<file path="config.mk">
export PLATFORM = sky130hd
export DESIGN_NAME = spi_cs_sck
export DESIGN_NICKNAME = d
export VERILOG_FILES = /design/src/rtl/spi_cs_sck.sv
export SDC_FILE = /design/constraint.sdc
export NUM_CORES = 1
export LEC_CHECK = 0
export BUFFER_PORTS_ARGS = -buffer_cell sky130_fd_sc_hd__buf_2
export CAP_MARGIN = 25
export CORE_AREA = 2 2 50 52
export DETAILED_ROUTE_END_ITERATION = 12
export DIE_AREA = 0 0 52 54
export PLACE_DENSITY = 0.75
export SLEW_MARGIN = 5
export SYNTH_ARGS = -nofsm -noshare
export SYNTH_HDL_FRONTEND = slang
export SYNTH_SLANG_ARGS = --single-unit
</file>
<file path="constraint.sdc">
create_clock -name clk -period 1.8 [get_ports clk]
set_clock_uncertainty 0.05 [all_clocks]
set_input_delay 0 -clock clk [delete_from_list [all_inputs] [get_ports clk]]
set_output_delay 0 -clock clk [all_outputs]
set_load 0.05 [all_outputs]
</file>
<file path="src/rtl/spi_cs_sck.sv">
// SPI master timing generator: produces raw active-low cs and sck for one frame
// plus registered per-bit shift/sample strobes for the datapath.
module spi_cs_sck #(
  parameter int system_clk = 50_000_000,
  parameter int spi_rate   = 5_000_000,
  parameter int DATA_WIDTH = 8,
  localparam int BW = (DATA_WIDTH > 1) ? $clog2(DATA_WIDTH) : 1
) (
  input  logic          clk,
  input  logic          rst_n,
  input  logic          cpol,
  input  logic          cpha,
  input  logic          start,
  output logic          busy,
  output logic          done,
  output logic          cs,
  output logic          sck,
  output logic          shift_en,
  output logic          sample_en,
  output logic [BW-1:0] bit_idx
);

  localparam int RATIO = system_clk / spi_rate;
  localparam int N     = (RATIO < 4) ? 4 : RATIO;
  localparam int HA    = N / 2;
  localparam int HI    = N - HA;
  localparam int CW    = $clog2(HI + 1);
  localparam int EW    = $clog2(2 * DATA_WIDTH + 1);

  localparam logic [CW-1:0] HA_M1      = CW'(HA - 1);
  localparam logic [CW-1:0] HI_M1      = CW'(HI - 1);
  localparam logic [EW-1:0] LAST_EDGE  = EW'(2 * DATA_WIDTH);
  localparam logic [EW-1:0] LAST_SHIFT = EW'(2 * DATA_WIDTH - 2);
  localparam logic [BW-1:0] TOP_BIT    = BW'(DATA_WIDTH - 1);

  typedef enum logic [2:0] {IDLE, LEAD, XFER, TRAIL, GAP} state_t;

  state_t        state, state_d;
  logic [CW-1:0] cnt, cnt_d;
  logic [EW-1:0] edge_cnt, edge_d, edge_nxt;
  logic          cs_d, sck_d, busy_d, done_d, shift_d, sample_d;
  logic [BW-1:0] bit_d;
  logic          cpol_q, cpha_q, cpol_d, cpha_d;
  logic          fire;

  // NOTE: every signal written here gets a default first, so no path can infer a latch.
  always_comb begin
    state_d  = state;
    cnt_d    = cnt;
    edge_d   = edge_cnt;
    edge_nxt = edge_cnt + EW'(1);
    cs_d     = cs;
    sck_d    = sck;
    busy_d   = busy;
    done_d   = 1'b0;
    shift_d  = 1'b0;
    sample_d = 1'b0;
    bit_d    = bit_idx;
    cpol_d   = cpol_q;
    cpha_d   = cpha_q;
    fire     = 1'b0;

    // bit_idx trails each sample strobe by one cycle and parks at 0
    if (sample_en && bit_idx != '0) bit_d = bit_idx - BW'(1);

    unique case (state)
      IDLE: begin
        sck_d = cpol;
        cs_d  = 1'b1;
        bit_d = TOP_BIT;
        if (start && !busy) begin
          state_d = LEAD;
          cs_d    = 1'b0;
          busy_d  = 1'b1;
          cnt_d   = HI_M1;
          edge_d  = '0;
          cpol_d  = cpol;
          cpha_d  = cpha;
          shift_d = !cpha;
        end
      end
      LEAD, XFER: begin
        if (cnt == '0) fire = 1'b1;
        else           cnt_d = cnt - CW'(1);
      end
      TRAIL: begin
        if (cnt == '0) begin
          cs_d    = 1'b1;
          done_d  = 1'b1;
          state_d = GAP;
          cnt_d   = HA_M1;
        end else begin
          cnt_d = cnt - CW'(1);
        end
      end
      GAP: begin
        if (cnt == '0) begin
          busy_d  = 1'b0;
          state_d = IDLE;
        end else begin
          cnt_d = cnt - CW'(1);
        end
      end
      default: state_d = IDLE;
    endcase

    // An sck edge: odd edges open the active half, even edges the idle half.
    if (fire) begin
      edge_d = edge_nxt;
      sck_d  = ~sck;
      if (edge_nxt == LAST_EDGE) begin
        state_d = TRAIL;
        cnt_d   = HI_M1;
      end else begin
        state_d = XFER;
        cnt_d   = edge_nxt[0] ? HA_M1 : HI_M1;
      end
      if (cpha_q) begin
        shift_d  = edge_nxt[0];
        sample_d = !edge_nxt[0];
      end else begin
        sample_d = edge_nxt[0];
        shift_d  = !edge_nxt[0] && (edge_nxt <= LAST_SHIFT);
      end
    end
  end

  // NOTE: sequential state uses non-blocking assignments only; async reset clears
  // every register so an aborted frame leaves nothing behind.
  always_ff @(posedge clk or negedge rst_n) begin
    if (!rst_n) begin
      state     <= IDLE;
      cnt       <= '0;
      edge_cnt  <= '0;
      cs        <= 1'b1;
      sck       <= 1'b0;
      busy      <= 1'b0;
      done      <= 1'b0;
      shift_en  <= 1'b0;
      sample_en <= 1'b0;
      bit_idx   <= TOP_BIT;
      cpol_q    <= 1'b0;
      cpha_q    <= 1'b0;
    end else begin
      state     <= state_d;
      cnt       <= cnt_d;
      edge_cnt  <= edge_d;
      cs        <= cs_d;
      sck       <= sck_d;
      busy      <= busy_d;
      done      <= done_d;
      shift_en  <= shift_d;
      sample_en <= sample_d;
      bit_idx   <= bit_d;
      cpol_q    <= cpol_d;
      cpha_q    <= cpha_d;
    end
  end

endmodule

</file>
Word level (Yosys, flattened, before mapping) --
Index checks and enable logic that the tools add are counted.
Storage, ports and cells: output and inout bits 9, bits in writable memories 0, register bits 21, bits in latches 0, input bits 5, memories kept 0, ROM bits 0
Operators by class: shift operators 0, multipliers 0, reduce and logical (&&, ||, !) cells 23, div/mod/pow operators 0, equality and inequality tests 13, bitwise operators 1, magnitude comparators 1, muxes and demuxes 33, $add $sub $neg 3
Operator list (number):
- two-way mux 3 bit | 10
- two-way mux 1 bit | 16
- two-way mux 5 bit | 3
- != test 3 bit (second input constant) | 4
- case mux 3 bit (4 select lines) | 1
- nonzero test 2 bit | 5
- case mux 3 bit (3 select lines) | 1
- != test 2 bit (second input constant) | 4
- == test 3 x 2 -> 1 bit (second input constant) | 2
- zero test 3 bit | 2
- AND reduction 2 bit | 3
- AND reduction 3 bit | 2
- subtractor 3 x 1 -> 3 bit (second input constant) | 2
- adder 5 x 1 -> 5 bit (second input constant) | 1
- == test 5 bit (second input constant) | 1
- <= comparator 5 x 4 -> 1 bit (second input constant) | 1
- case mux 1 bit (2 select lines) | 2
- AND reduction 4 bit | 1
- nonzero test 4 bit | 1
- == test 3 x 1 -> 1 bit (second input constant) | 1
- == test 3 bit (second input constant) | 1
- logical AND 1 bit | 3
- zero test 1 bit | 3
- nonzero test 3 bit | 1
- 3 further kinds | 3

Depth between registers and ports, before layout --
Gate-level depths: netlist of the first run.
depth after elaboration 5, gate-level depth with buffers 8, mapped depth without buffers 7

Worst setup path after synthesis of the first run --
OpenSTA, ideal clock, no wires.
kind reg-to-reg, start register bit_idx[0], end register bit_idx[0], clock period less this slack 1.677 ns, data arrival time 1.549 ns, stages on the path, launching flop included 7, setup slack 0.123 ns, library setup time 0.078 ns, data required time 1.672 ns, path buffers 0, cell sequence dfstp_2 inv_1 ha_1 ha_1 nand2b_1 xnor2_1 nand2_1
Between the ends: cells in the longest elaborated chain, start to end 3, elaborated cells on any way between the ends 6, those cells by class add/sub (1); mux (2); reduce/logical (3)
RTL lines:
- start, declared | line 20 | output logic [BW-1:0] bit_idx
- start signal, assigned | line 154 | bit_idx <= bit_d;
- subtractor 3 x 1 -> 3 bit / nonzero test 3 bit (equally long branches) | line 64 | if (sample_en && bit_idx != '0) bit_d = bit_idx - BW'(1);
- two-way mux 3 bit / logical AND 1 bit (equally long branches) | line 64
- two-way mux 3 bit / nonzero test 2 bit (equally long branches)
Several ways; a longest one is shown, not always the timed one. The select of a mux whose other input is x is not followed. A chain may end at the register's enable or synchronous reset.

Final worst setup path of the first run --
start register cnt[0], end register cnt[2]
Between the ends: cells in the longest elaborated chain, start to end 5, elaborated cells on any way between the ends 12, those cells by class add/sub (1); eq/ne (2); mux (6); reduce/logical (3)
RTL lines:
- start, declared | line 39 | logic [CW-1:0] cnt, cnt_d;
- start signal, assigned | line 146 | cnt <= cnt_d;
- parallel branches: the longest is 5 deep, another holds subtractor 3 x 1 -> 3 bit
Several ways; the timed one is not identified. The select of a mux whose other input is x is not followed.

==> results.md, run 1 <==
- # IOs: 14
- Most frequent cells in the layout: dfrtp_1, nand2_1, buf_2
- Dominant cell type by area after synthesis: dfrtp_1
- Vias in the first global route: 887
- RSZ-0062 raised after global routing: no
- Slowest-stage cell, CP: dfrtp_1
- Syn Inst Count: around 130
- Slew at the pin closest to its max-slew limit: 447 ps
- Yosys reg bits: 21
- DPL Wire Length: about 1800 microns
- ANT nets after route: 0
- Worst Path Arrival: approximately 1800 ps
- DRT iter0 DRCs: 29
- Synth unique cells: 38
- Via Count: 980
- Via density: 5.47
- Post-Synthesis Net Count: 136
- Crit-path max cell delay: 380 ps
- Hold Crit Class: input port to async pin
- Achievable Freq: 602 MHz
- PortBufs: 13
- Core box area: 2320 sq um
- Clock sink count: 21
- Mean Syn Cell Area: 9.45 sq um
- Ant diodes: 0
- CP delay by family, top: compound AO/OA/AOI/OAI gates
- GRT overflow: 0
- Core Rows: 18
- Die Height: 54 microns
- Pwr Density: between 500 and 600 nW/um^2
- Placed cell areas: 1320 sq um
- Final Net Count: 161
- Antenna violations before repair: 0
- CP startpoint kind: flip-flop
- Reg clk slew, reported paths: 110 ps
- Largest net degree at the start of global routing: 22
- Final hold slack: between 100 and 150 ps
- Clock buffer depth: 2
- Peak VDD IR: roughly 440 uV
- Die area: between 2000 and 3000 sq um
- WL final: 2290 microns
- Critical Path Source: cnt[0]
- Max_slew headroom: 70.2%
- Status: finished, final reports clean
- Final period util: 92.3%
- Filler Cell Count: 200
- Max-capacitance violation count: 0
- Final setup vio count: 0
- Setup repair bufs after CTS: 0
- DR DRC count: 0
- Root buf cell: clkbuf_4
- Power, Total: 720 uW
- GRT Total Usage: 19.3%
- Clk Latency, worst-skew pair: 290 ps
- Final min period: 1660 ps
- Most common library cell in the layout ignoring fill and taps: dfrtp_1
- Register area share after synthesis: 44.9%
- CTS Buf Count: 3
- First-pass GRT wire length: 3970 microns
- Critical path fanouts, max: 7
- Count of pins over their slew limit: 0
- CTS tree: done
- Leakage power: 0.000706 uW
- DR pass1 iterations: 4
- Ranking of synthesized cells by area: dfrtp_1, dfstp_2, ha_1
- Post-layout util: approximately three fifths
- Setup TNS: 0 ps
- Kind of critical path: flip-flop to flip-flop
- Post-route cell area: 1390 sq um
- Cells along the critical path: inv_1 > ha_1 > ha_2 > buf_4 > o21ai_0 > a221o_1 > o221ai_1
- Final hold vios: 0
- Ys Warns: 0
- Htree depth: 1
- Die width: approximately 52 microns
- Crit end category: flip-flop
- Initial Utilization: between 50% and 60%
- Critical R2R Launch: cnt[0]
- Proportion of layout cells with a drive suffix above 1: 23.5%
- WP data required: 1920 ps
- CP bufs+invs: 2
- RePlAce Congestion: 0.867
- Syn Std Cell Area: 1180 sq um
- Area grow syn2layout: 17.6%
- Post-DR wirelength/cell: 12.8 microns
- Post-synth top area share: 36.0%
[registers in the layout, indices dropped and copies added (netlist names)]
| name | cells |
|---|---|
| edge_cnt | 5 |
| done | 1 |
| sck | 1 |
| sample_en | 1 |
| bit_idx | 3 |
| shift_en | 1 |
| cpha_q | 1 |
| cs | 1 |
| busy | 1 |
| cnt | 3 |
| state | 3 |
[synth_stat cells]
cell	count
a21o_1	2
a21oi_1	5
a221o_1	2
a31oi_1	1
and3_1	1
buf_2	4
buf_6	1
clkbuf_1	2
dfrtp_1	17
dfstp_2	4
ha_1	6
inv_1	10
mux2_2	1
mux2i_1	1
nand2_1	14
nand2b_1	3
nand3_1	3
nand3b_1	1
nand3b_2	1
nor2_1	8
nor2_2	1
nor2b_1	3
nor3_1	4
nor3b_1	1
nor4_1	1
o2111ai_1	1
o211ai_1	3
o21ai_0	7
o221ai_1	1
o22ai_1	1
o2bb2ai_1	2
o31a_1	2
o31ai_1	1
o32a_2	1
o41ai_1	1
or3_1	1
xnor2_1	2
xor2_1	5
[final timing paths]
check	to	slack [ps]	cells after the start
hold / removal	cnt[1]	120	2
setup / recovery	cnt[2]	140	7
hold reg to reg	sck	460	1
min in group clk	sck	420	4
setup reg to reg	cnt[2]	140	7
max in group asynchronous	bit_idx[2]	1240	2
[repair_timing]
| item | 4_1_cts | 5_1_grt |
|---|---|---|
| hold buffers | 4 | 0 |
| setup endpoints to repair | 0 | 2 |
| resized for setup | 0 | 1 |
| endpoints found under the hold margin | 25 | 0 |
[routing by layer]
| layer | vias up | wire length (microns) | track usage, % |
|---|---|---|---|
| met5 | - | 0 | 0 |
| met4 | 0 | 15 | 6.58 |
| met3 | 2 | 108 | 2.50 |
| met2 | 25 | 1120 | 31.6 |
| met1 | 468 | 1050 | 26.3 |
| li1 | 485 | - | - |
[stage by stage]
stage,instances,worst slack (ps)
2_1_floorplan,125,123
3_3_place_gp,171,168
3_5_place_dp,171,113
4_1_cts,179,86.6
5_1_grt,179,59.4
6_report,179,138
[where the power goes]
group	switching, uW	leakage (uW)	internal, uW
Combinational	16.3	0.000456	10.5
Clock	133	0.0000150	86.2
Sequential	0.841	0.000236	473
Total	150	0.000706	570
[cell type report]
| cell class | instances | area [sq um] | share of cell area, % |
|---|---|---|---|
| Timing Repair Buffer | 27 | 180 | 13.0 |
| Tap cell | 30 | 37.5 | 2.70 |
| Multi-Input combinational cell | 87 | 577 | 41.5 |
| Inverter | 10 | 37.5 | 2.70 |
| Sequential cell | 21 | 531 | 38.2 |
| Clock buffer | 4 | 26.3 | 1.89 |
[cells by family after synthesis]
kind of cell / synth area share [%]
compound gates: 17.8
simple gates: 17.5
buf+inv: 6.46
flops: 44.9
mux: 1.80
fa+ha+maj: 6.36
xor+xnor: 5.19
(Power assumes the default switching activity.)
==> run 2: changes to the inputs <==
- ABC_CLOCK_PERIOD_IN_PS: not set -> 1800
- BUFFER_PORTS_ARGS: -buffer_cell sky130_fd_sc_hd__buf_2 -> -buffer_cell sky130_fd_sc_hd__buf_4
==> results.md, run 2 (same netlist as run 1, synthesis figures left out) <==
- Status: finished, final reports clean
- Antenna violations before repair: 0 (unchanged)
- Kind of critical path: flip-flop to flip-flop
- Max_slew headroom: 72.0% (+1.8 points)
- WL final: 2220 microns (-3.0%)
- DR pass1 iterations: 4 (unchanged)
- Crit-path max cell delay: 400 ps (+20 ps)
- Leakage power: 0.000699 uW (-1.0%)
- Achievable Freq: 603 MHz (+0.27%)
- Final hold vios: 0 (unchanged)
- Setup TNS: 0 ps (unchanged)
- Largest net degree at the start of global routing: 22 (unchanged)
- RePlAce Congestion: 0.770 (-11%)
- Max-capacitance violation count: 0 (unchanged)
- Die Height: 54 microns (unchanged)
- R2R depth: 6 (-1)
- CTS Buf Count: 3 (unchanged)
- Final setup vio count: 0 (unchanged)
- Clk Latency, worst-skew pair: 310 ps (+20 ps)
- RSZ-0062 raised after global routing: no
- Area grow syn2layout: 17.8%
- Proportion of layout cells with a drive suffix above 1: 21.4% (-2.1 points)
- Final Net Count: 157 (-2.5%)
- Reg clk slew, reported paths: 110 ps (about the same)
- Cells along the critical path: inv_1 > ha_1 > ha_2 > nand2_1 > a21o_1 > a221o_1
- Critical path fanouts, max: 11 (+4)
- GRT Total Usage: 19.3% (+0.025 points)
- Largest Register: edge_cnt
- Ant diodes: 0 (unchanged)
- Core box area: 2320 sq um (unchanged)
- First-pass GRT wire length: 3880 microns (-2.1%)
- Vias in the first global route: 863 (-2.7%)
- Setup repair bufs after CTS: 0 (unchanged)
- Count of pins over their slew limit: 0 (unchanged)
- Die area: 2810 sq um (unchanged)
- Clock buffer depth: 2 (unchanged)
- Peak VDD IR: 414 uV (-6.1%)
- Die width: 52 microns (unchanged)
- Filler Cell Count: 198 (-1.0%)
- Slowest-stage cell, CP: dfrtp_1
- Post-DR wirelength/cell: 12.7 microns (-0.75%)
- Htree depth: 1 (unchanged)
- Worst R2R Setup Slack: 140 ps (about the same)
- Slew at the pin closest to its max-slew limit: 415 ps (-32.2 ps)
- Finished Layout Cells: 175 (-2.2%)
- Clock sink count: 21 (unchanged)
- DR DRC count: 0 (unchanged)
- ANT nets after route: 0 (unchanged)
- Via Count: 957 (-2.3%)
- Inst Count DP: 167 (-2.3%)
- Pwr Density: 527 nW/um^2 (+1.6%)
- WP data required: 1960 ps (+40 ps)
- Max reg flops: 5 (unchanged)
- Via density: 5.47 (-0.11%)
- Worst Path Arrival: 1820 ps (+30 ps)
- CP startpoint kind: flip-flop
- GRT overflow: 0 (unchanged)
- PortBufs: 13 (unchanged)
- Hold Crit Class: input port to async pin
- Root buf cell: clkbuf_4
- Core Rows: 18 (unchanged)
- DRT iter0 DRCs: 23 (-21%)
- Most frequent cells in the layout: buf_4, dfrtp_1, nand2_1
- Most common library cell in the layout ignoring fill and taps: buf_4
- CTS tree: done
- Initial Utilization: 50.9% (unchanged)
- DPL Wire Length: 1670 microns (-5.5%)
- # IOs: 14 (unchanged)
- Final min period: 1660 ps (-4.44 ps)
- Final period util: 92.1% (-0.25 points)
- Crit end category: flip-flop
-- run 2: critical path: cells and delay by family, from the launching register on --
| kind | cells | cell delay [ps] |
|---|---|---|
| AO/OA/AOI/OAI | 2 | 490 |
| adder cells (fa/ha/maj) | 2 | 430 |
| buffers and inverters | 1 | 60 |
| flip-flops | 1 | 400 |
| AND/OR/NAND/NOR | 1 | 120 |
-- run 2: worst paths after layout --
check	start	endpoint
worst max-delay path	cnt[0]	edge_cnt[2]
worst min-delay path	rst_n	sck
worst max register to register	cnt[0]	edge_cnt[2]
worst min register to register	cnt[1]	cnt[1]
max in group asynchronous	rst_n	bit_idx[2]
min in group clk	cpha	cpha_q
-- run 2: cell type report --
cell class	count	area [sq um]	share of cell area, %
timing repair buffer	23	183	13.1
tap	30	37.5	2.70
clock buffer	4	26.3	1.89
sequential	21	531	38.1
multi-input combinational	87	577	41.5
inverter	10	37.5	2.70
-- run 2: per-layer routing --
| metal | GRT usage (%) | vias up | routed length, microns |
|---|---|---|---|
| li1 | - | 473 | - |
| met3 | 3.61 | 5 | 100 |
| met1 | 25.7 | 458 | 1040 |
| met4 | 12.3 | 0 | 63 |
| met2 | 28.9 | 21 | 1020 |
| met5 | 0 | - | 0 |
-- run 2: through the flow --
| stage | area (sq um) | power [uW] | util, % | hold slack (ps) | worst slack [ps] |
|---|---|---|---|---|---|
| finish | 1390 | 733 | 60.0 | 36.4 | 143 |
| global route | 1390 | 766 | 60.0 | 57.3 | 30.5 |
| CTS | 1390 | 745 | 59.9 | 33.7 | 27.4 |
| detailed placement | 1320 | 507 | 57.0 | -156 | 39.5 |
| global placement | 1320 | 507 | 57.0 | -159 | 79.6 |
| floorplan | 1180 | 488 | - | -346 | 123 |
-- run 2: report_power, final --
group | internal [uW] | switching (uW) | leakage (uW)
Clock | 86.8 | 142 | 0.0000150
Combinational | 13.7 | 16.4 | 0.000448
Sequential | 473 | 1.06 | 0.000236
-- run 2: timing repair --
action / CTS / global route
resized for setup: 0 / 1
hold buffers: 4 / 0
hold endpoints to repair: 25 / 0
setup endpoints to repair: 0 / 4
